===== src/rtl/nodeset_pkg.sv =====
// Shared definitions for the nodeset array: phase encoding, tag layout and payload flag bits.
package nodeset_pkg;

    localparam int unsigned TAG_W    = 12;
    localparam int unsigned LOCAL_W  = 6;
    localparam int unsigned DEST_W   = TAG_W - LOCAL_W;
    localparam int unsigned FLAG_FFT = 0;
    localparam int unsigned FLAG_DAC = 1;

    typedef enum logic [2:0] {
        PhMark,
        PhMarkDrain,
        PhCount,
        PhCountDrain,
        PhDone
    } phase_e;

    // Upper tag bits select the destination nodeset.
    function automatic logic [DEST_W-1:0] tag_dest(input logic [TAG_W-1:0] tag);
        return tag[TAG_W-1:LOCAL_W];
    endfunction

endpackage


===== src/rtl/nodeset_router_if.sv =====
// Request/delivery bus between the nodeset array (master) and the router (slave).
interface nodeset_router_if #(
    parameter int unsigned NUM_SETS     = 8,
    parameter int unsigned NUM_PATHS_DW = 16
);
    import nodeset_pkg::*;

    localparam int unsigned PW = NUM_PATHS_DW + 2;

    logic [NUM_SETS-1:0]         i_src_vld;
    logic [NUM_SETS*PW-1:0]      i_src_payload;
    logic [NUM_SETS*TAG_W-1:0]   i_src_nodenum;
    logic [NUM_SETS-1:0]         o_src_ack;
    logic [NUM_SETS-1:0]         o_dst_vld;
    logic [NUM_SETS*PW-1:0]      o_dst_payload;
    logic [NUM_SETS*LOCAL_W-1:0] o_dst_nodenum;

    modport master (
        output i_src_vld, i_src_payload, i_src_nodenum,
        input  o_src_ack, o_dst_vld, o_dst_payload, o_dst_nodenum
    );

    modport slave (
        input  i_src_vld, i_src_payload, i_src_nodenum,
        output o_src_ack, o_dst_vld, o_dst_payload, o_dst_nodenum
    );

endinterface


===== src/rtl/rr_arbiter.sv =====
// Round-robin arbiter: first requester at or above the pointer (modulo N) wins.
module rr_arbiter #(
    parameter int unsigned N = 8,
    localparam int unsigned IW = (N > 1) ? $clog2(N) : 1
) (
    input  logic [N-1:0]  req_i,
    input  logic [IW-1:0] ptr_i,
    output logic [N-1:0]  gnt_o,
    output logic [IW-1:0] idx_o,
    output logic          any_o
);

    always_comb begin
        int unsigned j;
        j     = 0;
        gnt_o = '0;
        idx_o = '0;
        any_o = 1'b0;
        for (int unsigned i = 0; i < N; i++) begin
            j = 32'(ptr_i) + i;
            if (j >= N) begin
                j = j - N;
            end
            if (!any_o && req_i[j[IW-1:0]]) begin
                any_o             = 1'b1;
                gnt_o[j[IW-1:0]]  = 1'b1;
                idx_o             = j[IW-1:0];
            end
        end
    end

endmodule


===== src/rtl/nodeset_router.sv =====
// Routes child-notification requests to destination nodesets and sequences the global phase.
module nodeset_router
    import nodeset_pkg::*;
#(
    parameter int unsigned NUM_SETS     = 8,
    parameter int unsigned NUM_PATHS_DW = 16,
    parameter int unsigned QUIET_CYCLES = 4
) (
    input  logic                clk,
    input  logic                rst_n,
    nodeset_router_if.slave     bus,
    input  logic                i_load_done,
    input  logic [NUM_SETS-1:0] i_reqs_complete,
    output logic                o_start_counting,
    output logic                o_done,
    output logic                o_bad_dest
);

    localparam int unsigned PW = NUM_PATHS_DW + 2;
    localparam int unsigned IW = $clog2(NUM_SETS);
    localparam int unsigned CW = $clog2(QUIET_CYCLES + 1);

    logic [DEST_W-1:0]   src_dest [NUM_SETS];
    logic [NUM_SETS-1:0] src_bad;
    logic [NUM_SETS-1:0] dst_req  [NUM_SETS];
    logic [NUM_SETS-1:0] dst_gnt  [NUM_SETS];
    logic [IW-1:0]       dst_idx  [NUM_SETS];
    logic [NUM_SETS-1:0] dst_any;
    logic [IW-1:0]       ptr_q    [NUM_SETS];
    logic [IW-1:0]       ptr_d    [NUM_SETS];
    logic [NUM_SETS-1:0] ack;

    logic [NUM_SETS-1:0]         dst_vld_q;
    logic [NUM_SETS*PW-1:0]      dst_pay_q;
    logic [NUM_SETS*LOCAL_W-1:0] dst_loc_q;
    logic                        bad_q;

    phase_e        phase_q;
    logic [CW-1:0] quiet_q, quiet_d;
    logic          quiet_done;
    logic          idle;
    logic          start_q, done_q;

    // dst_req[d][s]: source s is requesting destination d this cycle.
    always_comb begin
        for (int s = 0; s < NUM_SETS; s++) begin
            src_dest[s] = tag_dest(bus.i_src_nodenum[s*TAG_W +: TAG_W]);
            src_bad[s]  = bus.i_src_vld[s] && (32'(src_dest[s]) >= NUM_SETS);
        end
        for (int d = 0; d < NUM_SETS; d++) begin
            for (int s = 0; s < NUM_SETS; s++) begin
                dst_req[d][s] = bus.i_src_vld[s] && (32'(src_dest[s]) == d);
            end
        end
    end

    for (genvar g = 0; g < NUM_SETS; g++) begin : g_dst
        rr_arbiter #(
            .N(NUM_SETS)
        ) u_arb (
            .req_i(dst_req[g]),
            .ptr_i(ptr_q[g]),
            .gnt_o(dst_gnt[g]),
            .idx_o(dst_idx[g]),
            .any_o(dst_any[g])
        );
    end

    // Bad-destination requests are acked so their source moves on; they are dropped here.
    always_comb begin
        ack = src_bad;
        for (int d = 0; d < NUM_SETS; d++) begin
            ack = ack | dst_gnt[d];
            ptr_d[d] = ptr_q[d];
            if (dst_any[d]) begin
                ptr_d[d] = (32'(dst_idx[d]) == NUM_SETS - 1) ? '0 : dst_idx[d] + 1'b1;
            end
        end
    end

    assign bus.o_src_ack = rst_n ? ack : '0;

    always_ff @(posedge clk) begin
        if (!rst_n) begin
            dst_vld_q <= '0;
            dst_pay_q <= '0;
            dst_loc_q <= '0;
            bad_q     <= 1'b0;
            for (int d = 0; d < NUM_SETS; d++) begin
                ptr_q[d] <= '0;
            end
        end else begin
            dst_vld_q <= dst_any;
            bad_q     <= bad_q | (|src_bad);
            for (int d = 0; d < NUM_SETS; d++) begin
                ptr_q[d] <= ptr_d[d];
                if (dst_any[d]) begin
                    dst_pay_q[d*PW +: PW] <= bus.i_src_payload[32'(dst_idx[d])*PW +: PW];
                    dst_loc_q[d*LOCAL_W +: LOCAL_W] <=
                        bus.i_src_nodenum[32'(dst_idx[d])*TAG_W +: LOCAL_W];
                end
            end
        end
    end

    assign bus.o_dst_vld     = dst_vld_q;
    assign bus.o_dst_payload = dst_pay_q;
    assign bus.o_dst_nodenum = dst_loc_q;
    assign o_bad_dest        = bad_q;

    assign idle = (&i_reqs_complete) && !(|bus.i_src_vld) && !(|dst_vld_q);

    always_comb begin
        quiet_d = '0;
        if (idle) begin
            quiet_d = (quiet_q == CW'(QUIET_CYCLES)) ? quiet_q : quiet_q + 1'b1;
        end
    end

    // Transition on the cycle the counter reaches the threshold, so the phase flag
    // appears QUIET_CYCLES+1 cycles after load_done on an idle array.
    assign quiet_done = (quiet_d == CW'(QUIET_CYCLES));

    always_ff @(posedge clk) begin
        if (!rst_n) begin
            phase_q <= PhMark;
            quiet_q <= '0;
            start_q <= 1'b0;
            done_q  <= 1'b0;
        end else begin
            quiet_q <= quiet_d;
            unique case (phase_q)
                PhMark: begin
                    quiet_q <= '0;
                    if (i_load_done) begin
                        phase_q <= PhMarkDrain;
                    end
                end
                PhMarkDrain: begin
                    if (quiet_done) begin
                        phase_q <= PhCount;
                        start_q <= 1'b1;
                        quiet_q <= '0;
                    end
                end
                PhCount: begin
                    phase_q <= PhCountDrain;
                    quiet_q <= '0;
                end
                PhCountDrain: begin
                    if (quiet_done) begin
                        phase_q <= PhDone;
                        done_q  <= 1'b1;
                        quiet_q <= '0;
                    end
                end
                PhDone: begin
                    quiet_q <= '0;
                end
                default: begin
                    phase_q <= PhMark;
                end
            endcase
        end
    end

    assign o_start_counting = start_q;
    assign o_done           = done_q;

endmodule

===== src/flat_wrapper.sv =====
// flat-port wrapper written by rule: the top's interface ports become plain ports
module nodeset_router_flat import nodeset_pkg::*;
#(
    parameter int unsigned NUM_SETS     = 8,
    parameter int unsigned NUM_PATHS_DW = 16,
    parameter int unsigned QUIET_CYCLES = 4
)
  (clk, rst_n, i_load_done, i_reqs_complete, o_start_counting, o_done, o_bad_dest, bus_i_src_vld, bus_i_src_payload, bus_i_src_nodenum, bus_o_src_ack, bus_o_dst_vld, bus_o_dst_payload, bus_o_dst_nodenum);
  nodeset_router_if #(.NUM_SETS(NUM_SETS), .NUM_PATHS_DW(NUM_PATHS_DW)) bus_i ();
  input  logic clk;
  input  logic rst_n;
  input  logic i_load_done;
  input  logic [NUM_SETS-1:0] i_reqs_complete;
  output logic o_start_counting;
  output logic o_done;
  output logic o_bad_dest;
  input wire logic [$bits(bus_i.i_src_vld)-1:0] bus_i_src_vld;
  input wire logic [$bits(bus_i.i_src_payload)-1:0] bus_i_src_payload;
  input wire logic [$bits(bus_i.i_src_nodenum)-1:0] bus_i_src_nodenum;
  output wire logic [$bits(bus_i.o_src_ack)-1:0] bus_o_src_ack;
  output wire logic [$bits(bus_i.o_dst_vld)-1:0] bus_o_dst_vld;
  output wire logic [$bits(bus_i.o_dst_payload)-1:0] bus_o_dst_payload;
  output wire logic [$bits(bus_i.o_dst_nodenum)-1:0] bus_o_dst_nodenum;
  assign bus_i.i_src_vld = bus_i_src_vld;
  assign bus_i.i_src_payload = bus_i_src_payload;
  assign bus_i.i_src_nodenum = bus_i_src_nodenum;
  assign bus_o_src_ack = bus_i.o_src_ack;
  assign bus_o_dst_vld = bus_i.o_dst_vld;
  assign bus_o_dst_payload = bus_i.o_dst_payload;
  assign bus_o_dst_nodenum = bus_i.o_dst_nodenum;
  nodeset_router #(.NUM_SETS(NUM_SETS), .NUM_PATHS_DW(NUM_PATHS_DW), .QUIET_CYCLES(QUIET_CYCLES)) u_core (.clk(clk), .rst_n(rst_n), .bus(bus_i), .i_load_done(i_load_done), .i_reqs_complete(i_reqs_complete), .o_start_counting(o_start_counting), .o_done(o_done), .o_bad_dest(o_bad_dest));
endmodule

===== config.mk =====
export PLATFORM = sky130hd
export DESIGN_NAME = nodeset_router_flat
export DESIGN_NICKNAME = d
export VERILOG_FILES = /design/src/rtl/nodeset_pkg.sv /design/src/rtl/nodeset_router_if.sv /design/src/rtl/rr_arbiter.sv /design/src/rtl/nodeset_router.sv /design/src/flat_wrapper.sv
export SDC_FILE = /design/constraint.sdc
export NUM_CORES = 2
export LEC_CHECK = 0
export CAP_MARGIN = 25
export CORE_MARGIN = 3
export CORE_UTILIZATION = 48
export CTS_BUF_LIST = sky130_fd_sc_hd__clkbuf_2
export CTS_CLUSTER_SIZE = 16
export DETAILED_ROUTE_END_ITERATION = 8
export DONT_BUFFER_PORTS = 1
export SETUP_SLACK_MARGIN = 0.5
export SLEW_MARGIN = 10
export SYNTH_ARGS = -nofsm -noshare
export SYNTH_HDL_FRONTEND = slang
export SYNTH_SLANG_ARGS = --single-unit

===== constraint.sdc =====
create_clock -name clk -period 12.9 [get_ports clk]
set_input_delay 2.58 -clock clk [delete_from_list [all_inputs] [get_ports clk]]
set_output_delay 2.58 -clock clk [all_outputs]
set_load 0.01 [all_outputs]

==> results_dict.tcl <==
set metrics [dict create \
    synthesis.area_um2 35300 \
    drtAntennaViolNets 0 \
    grt_max_degree 162 \
    post_cts_resized 0 \
    cp.arrival_ps 7840 \
    clock_sinks 233 \
    drt-initial-drc-count 6335 \
    min-delay-start "u_core.o_done" \
    tritoncts "done" \
    grt_pass1_wl_mm 283 \
    ys_async_sr_fraction_pct 0 \
    synth.area.top_cells "mux2i_1, dfxtp_1, mux4_2, mux2_2, nand2_1" \
    status "complete, no violations" \
    drv_cap 0 \
    rsz0062_at_grt "no" \
    cts_setup_buffers 0 \
    synth_top_area_share_pct 21.4 \
    p_leak_nw 13.9 \
    grt_overflow 0 \
    start_util_pct 48.9 \
    yosysSeqAreaShare_pct 13.2 \
    cts-buffers-inserted 73 \
    hp-class "flop to flop" \
    drive_gt1_share_pct 13.7 \
    grt_antenna_before_repair 9 \
    fmax_ghz 0.0960 \
    startpoint "u_core.ptr_q[3][0]" \
    firstDrtPassIters 6 \
    yosysWarnings 0 \
    area_growth_pct 3.23 \
    vias_per_cell 7.94 \
    synth_top_area_cell "mux2i_1" \
    power_density_nw_per_um2 176 \
    path_max_fanout 49 \
    rows 98 \
    slew_viol_final 0 \
    clock-skew-final_ps 116 \
    synth-seq-cells 233 \
    synth.avg_cell_area_um2 7.93 \
    grt_pass1_vias 37500 \
    synth_edf_count 0 \
    pin_count 470 \
    worst_slew_pin_slew_ps 1210 \
    fill_cells 7085 \
    timing.rr.start "u_core.ptr_q[3][0]" \
    fin_crit_ps 10420 \
    port_buffers 0 \
    fin_crit_sh_pct 80.8 \
    path_clk_slew_ps 100 \
    core-area_um2 72100 \
    stdcell_count 5186 \
    cts.htree.levels 3 \
    criticalPathCategory "flop to output port" \
    track_usage_pct 49.5 \
    die_area_um2 76700 \
    wl_per_cell_um 38.9 \
    crit_path_end_kind "output port" \
    hold_buffers 0 \
    place_hpwl_mm 145 \
    syn_inst 4449 \
    worst_ep_required_time_ps 10320 \
    synth_nets 4770 \
    ys_types 101 \
    vdd_drop_max_mv 0.238 \
    tns_ps 0 \
    die_h_um 277 \
    drt-total-wl_mm 202 \
    finalNetCount 4508 \
    startpoint_type "flop" \
    slew_headroom_pct 19.2 \
    root_buffer "clkbuf_2" \
    drc_errors 0 \
    synth-main-ff-cell "dfxtp_1" \
    place_congestion 1.11 \
    insertion_delay_ps 1150 \
    setup-violations-final 0 \
    clockBufferDepth 3 \
    finalHoldViolCount 0 \
    die_x_um 277 \
    dp.cells 5051 \
    via_count 41200 \
]
## worst paths after layout
| kind | endpoint | slack [ps] | cells past startpoint |
|---|---|---|---|
| max | bus_o_src_ack[5] | 2480 | 13 |
| max reg2reg | u_core.bus.o_dst_payload[66] | 5410 | 14 |
| min | u_core.o_done | 530 | 2 |
| min reg2reg | u_core.o_done | 530 | 2 |
## Yosys cell counts, drive strengths merged (66+ instances only)
cell / instances
nand2: 355
nand3: 115
buf: 145
o21ai: 260
nor2b: 66
a211oi: 130
o22ai: 101
mux2: 136
clkbuf: 312
o221ai: 67
mux2i: 755
dfxtp: 233
mux4: 96
nor2: 285
nor3: 119
a21oi: 236
## power breakdown
| part | switching (W) | internal (W) | leakage [nW] | total [W] |
|---|---|---|---|---|
| clock network | 0.000420 | 0.000245 | 0.470 | 0.000664 |
| registers | 0.000324 | 0.000892 | 1.90 | 0.00122 |
| logic | 0.00285 | 0.00169 | 11.5 | 0.00454 |
## sequential cells by signal, summed over array words and instances (netlist names)
| register | cells |
|---|---|
| u_core.bus.o_dst_payload | 144 |
| u_core.o_start_counting | 1 |
| u_core.o_bad_dest | 1 |
| u_core.phase_q | 3 |
| u_core.bus.o_dst_nodenum | 48 |
| u_core.o_done | 1 |
| u_core.quiet_q | 3 |
| u_core.bus.o_dst_vld | 8 |
| u_core.ptr_q | 24 |
## area by class of cell
cell class / instances / area [um2] / share of cell area (%)
diodes: 10 / 25.0 / 0.0687
well taps: 950 / 1190 / 3.27
clock inverters: 16 / 130 / 0.357
multi-input cells: 3697 / 28700 / 78.8
repair buffers: 120 / 977 / 2.68
flip-flops and latches: 233 / 4670 / 12.8
inverters: 62 / 245 / 0.674
clock buffers: 98 / 490 / 1.35
## placed cells by master, fill, tap and decap left out, drive strengths merged, types with 117 or more instances in the layout
cell type  count
a21oi        236
mux2i        755
buf          117
o21ai        260
nand2        355
a211oi       130
mux2         136
dfxtp        233
nor3         119
nor2         285
## logic make-up after synthesis
group	count (synthesis)	share of synthesized area, %
compound gates	1369	27.8
simple gates	1243	17.6
mux	987	31.9
buf+inv	519	6.34
flops	233	13.2
fa+ha+maj	62	2.20
xor+xnor	36	0.894
## routing by layer
layer / GRT usage [%] / part of all wire (%) / up-vias
met1: 60.8 / 36 / 19700
met3: 15.8 / 14 / 999
li1: - / - / 16800
met4: 35.9 / 9.6 / 2
met2: 72.6 / 41 / 3694
met5: 0 / 0.0074 / -
## worst max-delay path, stage by stage (launching register included)
cell and delay, ps:
dfxtp_2 330, buf_4 510, clkinv_1 740, ha_1 1070, clkinv_1 580, mux2i_2 760, a2111oi_4 200, and3_1 240
buf_4 190, a32o_1 300, nor4_1 270, o2111ai_1 230, or4_1 600, o41a_1 620
## per-stage QoR
step	setup slack [ps]	util, %	instance area (um2)	hold slack [ps]	total power (W)
after floorplan	4260	-	35300	503	0.00435
after global placement	2550	49.3	35500	521	0.00545
after detailed placement	2780	49.4	35600	524	0.00551
after CTS	2540	50.3	36200	537	0.00617
after global routing	2130	50.5	36400	564	0.00661
final	2480	50.5	36400	530	0.00642
(Power assumes the default switching activity.)
